==> config.mk <==
export PLATFORM = sky130hd
export DESIGN_NAME = multicycle_controller
export DESIGN_NICKNAME = d
export VERILOG_FILES = /design/src/rtl/multicycle_controller.sv
export SDC_FILE = /design/constraint.sdc
export NUM_CORES = 1
export LEC_CHECK = 0
export CORE_MARGIN = 3
export CORE_UTILIZATION = 40
export CTS_CLUSTER_DIAMETER = 60
export DETAILED_ROUTE_END_ITERATION = 7
export PLACE_DENSITY = 0.7
export SLEW_MARGIN = 10
export SYNTH_ARGS = -nofsm -noshare
export SYNTH_HDL_FRONTEND = slang
export SYNTH_SLANG_ARGS = --single-unit
==> constraint.sdc <==
create_clock -name clk -period 2.3 [get_ports clk]
set_clock_uncertainty 0.05 [all_clocks]
set_input_delay 0.23 -clock clk [delete_from_list [all_inputs] [get_ports clk]]
set_output_delay 0.23 -clock clk [all_outputs]
set_load 0.01 [all_outputs]
==> src/rtl/multicycle_controller.sv <==
// Multi-cycle sequencer for the accumulator RISC CPU.
// Registered outputs decode the next state so they align with state.
module multicycle_controller #(
  parameter int OPC_W    = 3,
  parameter int ALU_OP_W = 2,
  parameter int MAX_WAIT = 15,
  parameter int WAIT_W   = 4
) (
  input  logic                clk,
  input  logic                rst_n,
  input  logic [OPC_W-1:0]    opcode,
  input  logic                acc_zero,
  input  logic                mem_ready,
  input  logic                resume,
  output logic                addr_sel,
  output logic                mem_read,
  output logic                mem_write,
  output logic                ir_load,
  output logic                acc_write,
  output logic                alu_to_acc,
  output logic [ALU_OP_W-1:0] alu_op,
  output logic                pc_inc,
  output logic                skip,
  output logic                jump,
  output logic                halt,
  output logic                bus_err,
  output logic [2:0]          state
);

  typedef enum logic [2:0] {
    S_IADDR  = 3'd0,
    S_IFETCH = 3'd1,
    S_DECODE = 3'd2,
    S_OADDR  = 3'd3,
    S_OFETCH = 3'd4,
    S_EXEC   = 3'd5,
    S_PCUPD  = 3'd6,
    S_HALT   = 3'd7
  } state_e;

  localparam logic [2:0] OP_HLT = 3'd0;
  localparam logic [2:0] OP_SKZ = 3'd1;
  localparam logic [2:0] OP_ADD = 3'd2;
  localparam logic [2:0] OP_AND = 3'd3;
  localparam logic [2:0] OP_XOR = 3'd4;
  localparam logic [2:0] OP_LDA = 3'd5;
  localparam logic [2:0] OP_STO = 3'd6;
  localparam logic [2:0] OP_JMP = 3'd7;

  localparam logic [WAIT_W-1:0] WAIT_MAX = WAIT_W'(MAX_WAIT);

  function automatic logic is_nop(input logic [OPC_W-1:0] o);
    return (o >> 3) != '0;
  endfunction

  state_e              state_q, state_d;
  logic [OPC_W-1:0]    opc_q, opc_d;
  logic                acc_z_q, acc_z_d;
  logic [WAIT_W-1:0]   wait_q, wait_d;
  logic                bus_err_q, bus_err_d;
  logic                stall;
  logic                q_sto;

  logic                addr_sel_q, addr_sel_d;
  logic                mem_read_q, mem_read_d;
  logic                mem_write_q, mem_write_d;
  logic                ir_load_q, ir_load_d;
  logic                acc_write_q, acc_write_d;
  logic                alu_to_acc_q, alu_to_acc_d;
  logic [ALU_OP_W-1:0] alu_op_q, alu_op_d;
  logic                pc_inc_q, pc_inc_d;
  logic                skip_q, skip_d;
  logic                jump_q, jump_d;
  logic                halt_q, halt_d;

  assign q_sto = !is_nop(opc_q) && (opc_q[2:0] == OP_STO);

  always_comb begin
    state_d   = state_q;
    opc_d     = opc_q;
    acc_z_d   = acc_z_q;
    wait_d    = wait_q;
    bus_err_d = bus_err_q;
    stall     = 1'b0;
    unique case (state_q)
      S_IADDR: begin
        state_d = S_IFETCH;
        wait_d  = '0;
      end
      S_IFETCH: begin
        if (mem_ready) state_d = S_DECODE;
        else           stall   = 1'b1;
      end
      S_DECODE: begin
        opc_d   = opcode;
        acc_z_d = acc_zero;
        if (is_nop(opcode)) begin
          state_d = S_PCUPD;
        end else begin
          unique case (opcode[2:0])
            OP_HLT:         state_d = S_HALT;
            OP_SKZ, OP_JMP: state_d = S_PCUPD;
            default:        state_d = S_OADDR;
          endcase
        end
      end
      S_OADDR: begin
        state_d = q_sto ? S_EXEC : S_OFETCH;
        wait_d  = '0;
      end
      S_OFETCH: begin
        if (mem_ready) state_d = S_EXEC;
        else           stall   = 1'b1;
      end
      S_EXEC: begin
        if (!q_sto || mem_ready) state_d = S_PCUPD;
        else                     stall   = 1'b1;
      end
      S_PCUPD: state_d = S_IADDR;
      S_HALT: if (resume) state_d = S_PCUPD;
    endcase
    // Timeout halts like HLT so a resume advances past the instruction.
    if (stall) begin
      wait_d = wait_q + 1'b1;
      if (wait_d == WAIT_MAX) begin
        state_d   = S_HALT;
        bus_err_d = 1'b1;
        opc_d     = '0;
      end
    end
  end

  always_comb begin
    addr_sel_d   = 1'b0;
    mem_read_d   = 1'b0;
    mem_write_d  = 1'b0;
    ir_load_d    = 1'b0;
    acc_write_d  = 1'b0;
    alu_to_acc_d = 1'b0;
    alu_op_d     = '0;
    pc_inc_d     = 1'b0;
    skip_d       = 1'b0;
    jump_d       = 1'b0;
    halt_d       = 1'b0;
    unique case (state_d)
      S_IADDR:  ;
      S_IFETCH: mem_read_d = 1'b1;
      S_DECODE: ir_load_d = 1'b1;
      S_OADDR:  addr_sel_d = 1'b1;
      S_OFETCH: begin
        addr_sel_d = 1'b1;
        mem_read_d = 1'b1;
      end
      S_EXEC: begin
        addr_sel_d = 1'b1;
        if (!is_nop(opc_d)) begin
          unique case (opc_d[2:0])
            OP_ADD: begin
              acc_write_d  = 1'b1;
              alu_to_acc_d = 1'b1;
              alu_op_d     = ALU_OP_W'(1);
            end
            OP_AND: begin
              acc_write_d  = 1'b1;
              alu_to_acc_d = 1'b1;
              alu_op_d     = ALU_OP_W'(2);
            end
            OP_XOR: begin
              acc_write_d  = 1'b1;
              alu_to_acc_d = 1'b1;
              alu_op_d     = ALU_OP_W'(3);
            end
            OP_LDA:  acc_write_d = 1'b1;
            OP_STO:  mem_write_d = 1'b1;
            default: ;
          endcase
        end
      end
      S_PCUPD: begin
        if (!is_nop(opc_d) && opc_d[2:0] == OP_JMP) begin
          jump_d = 1'b1;
        end else begin
          pc_inc_d = 1'b1;
          skip_d   = !is_nop(opc_d) && (opc_d[2:0] == OP_SKZ) && acc_z_d;
        end
      end
      S_HALT: halt_d = 1'b1;
    endcase
  end

  always_ff @(posedge clk or negedge rst_n) begin
    if (!rst_n) begin
      state_q      <= S_IADDR;
      opc_q        <= '0;
      acc_z_q      <= 1'b0;
      wait_q       <= '0;
      bus_err_q    <= 1'b0;
      addr_sel_q   <= 1'b0;
      mem_read_q   <= 1'b0;
      mem_write_q  <= 1'b0;
      ir_load_q    <= 1'b0;
      acc_write_q  <= 1'b0;
      alu_to_acc_q <= 1'b0;
      alu_op_q     <= '0;
      pc_inc_q     <= 1'b0;
      skip_q       <= 1'b0;
      jump_q       <= 1'b0;
      halt_q       <= 1'b0;
    end else begin
      state_q      <= state_d;
      opc_q        <= opc_d;
      acc_z_q      <= acc_z_d;
      wait_q       <= wait_d;
      bus_err_q    <= bus_err_d;
      addr_sel_q   <= addr_sel_d;
      mem_read_q   <= mem_read_d;
      mem_write_q  <= mem_write_d;
      ir_load_q    <= ir_load_d;
      acc_write_q  <= acc_write_d;
      alu_to_acc_q <= alu_to_acc_d;
      alu_op_q     <= alu_op_d;
      pc_inc_q     <= pc_inc_d;
      skip_q       <= skip_d;
      jump_q       <= jump_d;
      halt_q       <= halt_d;
    end
  end

  assign addr_sel   = addr_sel_q;
  assign mem_read   = mem_read_q;
  assign mem_write  = mem_write_q;
  assign ir_load    = ir_load_q;
  assign acc_write  = acc_write_q;
  assign alu_to_acc = alu_to_acc_q;
  assign alu_op     = alu_op_q;
  assign pc_inc     = pc_inc_q;
  assign skip       = skip_q;
  assign jump       = jump_q;
  assign halt       = halt_q;
  assign bus_err    = bus_err_q;
  assign state      = state_q;

endmodule

==> flow_summary_export.csv <==
group,metric,value,unit
sta,fmaxAchievable,481,MHz
logic_synthesis,syn_area_per_cell,10.2,sq um
placement,placed_cells,197,
logic_synthesis,synth_fp_nets,146,
logic_synthesis,yosys.area.top_type,"dfrtp_1",
logic_synthesis,synth_area_leaders,"dfrtp_1 (44%), nand3_1 (3.6%), o21ai_0 (3.3%)",
detailed_routing,route.detailed.drc,0,
critical_path,start_kind,"flop",
placement,dpl_cell_area,0.00164,sq mm
detailed_routing,via_count,1079,
cts,cts.clk_slew.worst_paths,0.13,ns
placement,post-place-ws,0.212,ns
critical_path,critPathCaptureType,"flop",
logic_synthesis,syn_area,0.00138,sq mm
pwr,p_per_area,1270,mW/mm^2
logic_synthesis,yosys_warnings,0,
global_route,overflow,0,
logic_synthesis,async_reset_ff_share,100,%
detailed_routing,drt_iter0_drc,26,
flow_run,maxCapViolations,0,
final_layout,nets,169,
critical_path,path_max_fanout,8,
die,die_h,64.7,microns
die,ioPinCount,24,
hold_path,hold_class,"input pin to async pin",
cts,cts_hold_buf,0,
cts,cts_tree,"yes",
global_route,first_global_vias,1081,
pwr,p_leak,0.687,nW
die,rows,20,
sta,postLayoutSetupSlackWorst,0.222,ns
final_layout,mostFrequentLayoutCells,"dfrtp_1 (24), clkdlybuf4s50_1 (23), nand3_1 (10)",
logic_synthesis,synth_ff_type,"dfrtp_1",
die,dieArea,0.00418,sq mm
final_layout,syn2layout_area_growth,23.1,%
sta,hold_viol,0,
final_layout,fin_area,0.00170,sq mm
pwr,max-vdd-ir-drop,594,uV
detailed_routing,ant_nets,0,
die,initial_core_util,43.3,%
final_layout,fin_cells,201,
detailed_routing,first_pass_iters,4,
logic_synthesis,ys_types,47,
placement,gp_congestion,0.845,
critical_path,crit_family,"simple AND/OR/NAND/NOR gates",
final_layout,final_common_cell,"dfrtp_1",
critical_path,worst-path-buf-inv,0,
logic_synthesis,netlist_instances,135,
sta,setup_viol,0,
final_layout,layout-drive-gt1-share,15.3,%
cts,clockBufferDepth,2,
cts,root_buffer,"clkbuf_4",
run_status,status,"finished, final reports clean",
cts,cts_setup_buffers,0,
sta,rsz0062_at_grt,"false",
sta,worst_pin_slew,0.476,ns
logic_synthesis,synth-seq-cells,24,
die,die_w,64.7,microns
detailed_routing,detail_route.wirelength,2930,microns
global_route,antenna_found_initial,0,
global_route,grtUsageTotal,15.1,%
cts,clk_latency,0.31,ns
critical_path,worstPathCellList,"and3b_1 > o2111a_2 > o211a_4 > or2_1 > ha_1 > nor3_1",
logic_synthesis,synth_top_area_share,43.6,%
sta,setup_tns,0,ns
logic_synthesis,seq_area_frac_synth,43.6,%
critical_path,required,2.49,ns
final_layout,diodes,0,
critical_path,arrival,2.26,ns
global_route,grt_pass1_wl,4990,microns
detailed_routing,wire_per_inst,14.6,microns
cts,cts_resized,0,
critical_path,cpPeakStageDelay,0.46,ns
sta,slew_headroom,67.4,%
global_route,grt_max_degree,25,
detailed_routing,vias_per_cell,5.37,
die,core,0.00318,sq mm
final_layout,finish.utilization,53.3,%
cts,htree_levels,1,
cts,numCtsBuffers,3,
critical_path,slowest_stage,"dfrtp_1",
critical_path,critPathKind,"flop to flop",
logic_synthesis,synth_edf_count,0,
placement,numPortBuffers,23,
sta,min_period,2.08,ns
cts,cts.sinks,24,
sta,slew_viol_final,0,
placement,dp_hpwl,2230,microns
sta,period_share,90.4,%
-- final cells by class --
class | instances | area, sq um
Clock inverter | 1 | 30.0
Fill cell | 298 | 1480
Tap cell | 44 | 55.1
Multi-Input combinational cell | 99 | 723
Timing Repair Buffer | 25 | 245
Inverter | 5 | 18.8
Sequential cell | 24 | 601
Clock buffer | 3 | 22.5
-- flip-flops by register name (all words and copies together) (netlist names), 2 cells and up --
register	cells
wait_q	4
opc_q	3
alu_op	2
state	3
-- power breakdown --
part | switching [mW] | internal, mW
Clock | 0.127 | 0.176
Sequential | 0.171 | 0.562
Combinational | 0.613 | 0.509
-- synthesized netlist by cell type, types with 3 or more instances --
cell type  number
nor2b_1         3
o21ai_0         9
nor2_1          8
nand2_1         7
nand3_1        10
buf_2           4
inv_1           5
ha_1            3
nor3_1          7
dfrtp_1        24
mux2i_1         3
nand3b_1        4
-- worst paths after layout --
| path | cells past startpoint | slack [ns] | startpoint | to |
|---|---|---|---|---|
| max | 6 | 0.22 | wait_q[1]$_DFFE_PN0P_ | acc_write$_DFF_PN0_ |
| min | 2 | 0.21 | rst_n | wait_q[2]$_DFFE_PN0P_ |
| max reg2reg | 6 | 0.22 | wait_q[1]$_DFFE_PN0P_ | acc_write$_DFF_PN0_ |
| min reg2reg | 1 | 0.44 | bus_err$_DFFE_PN0P_ | bus_err$_DFFE_PN0P_ |
| max in group asynchronous | 2 | 1.75 | rst_n | alu_op[0]$_DFF_PN0_ |
| min in group clk | 1 | 0.44 | bus_err$_DFFE_PN0P_ | bus_err$_DFFE_PN0P_ |
-- kinds of logic (layout without fill, tap and decap cells) --
kind of cell | count (synthesis) | after routing | synth area share, %
adders and majority gates | 3 | 3 | 2.73
and+or+nand+nor | 61 | 61 | 28.6
buffers and inverters | 12 | 34 | 3.91
muxes | 5 | 5 | 3.81
DFF | 24 | 24 | 43.6
xor gates and xnor gates | 3 | 3 | 1.91
AOI/OAI and AO/OA | 27 | 27 | 15.4
-- metrics by stage --
step	hold slack (ns)	power (mW)
2_1_floorplan	-0.116	1.50
3_3_place_gp	0.428	1.82
3_5_place_dp	0.412	1.88
4_1_cts	0.218	2.19
5_1_grt	0.228	2.33
6_report	0.214	2.16
-- routing by layer --
metal	track usage [%]	share of wire, %	up-vias
met5	0	0	-
met4	3.17	1.1	0
met3	2.25	2.4	4
met2	27.4	51	16
met1	18.8	45	530
li1	-	-	529
(Power assumes the default switching activity.)
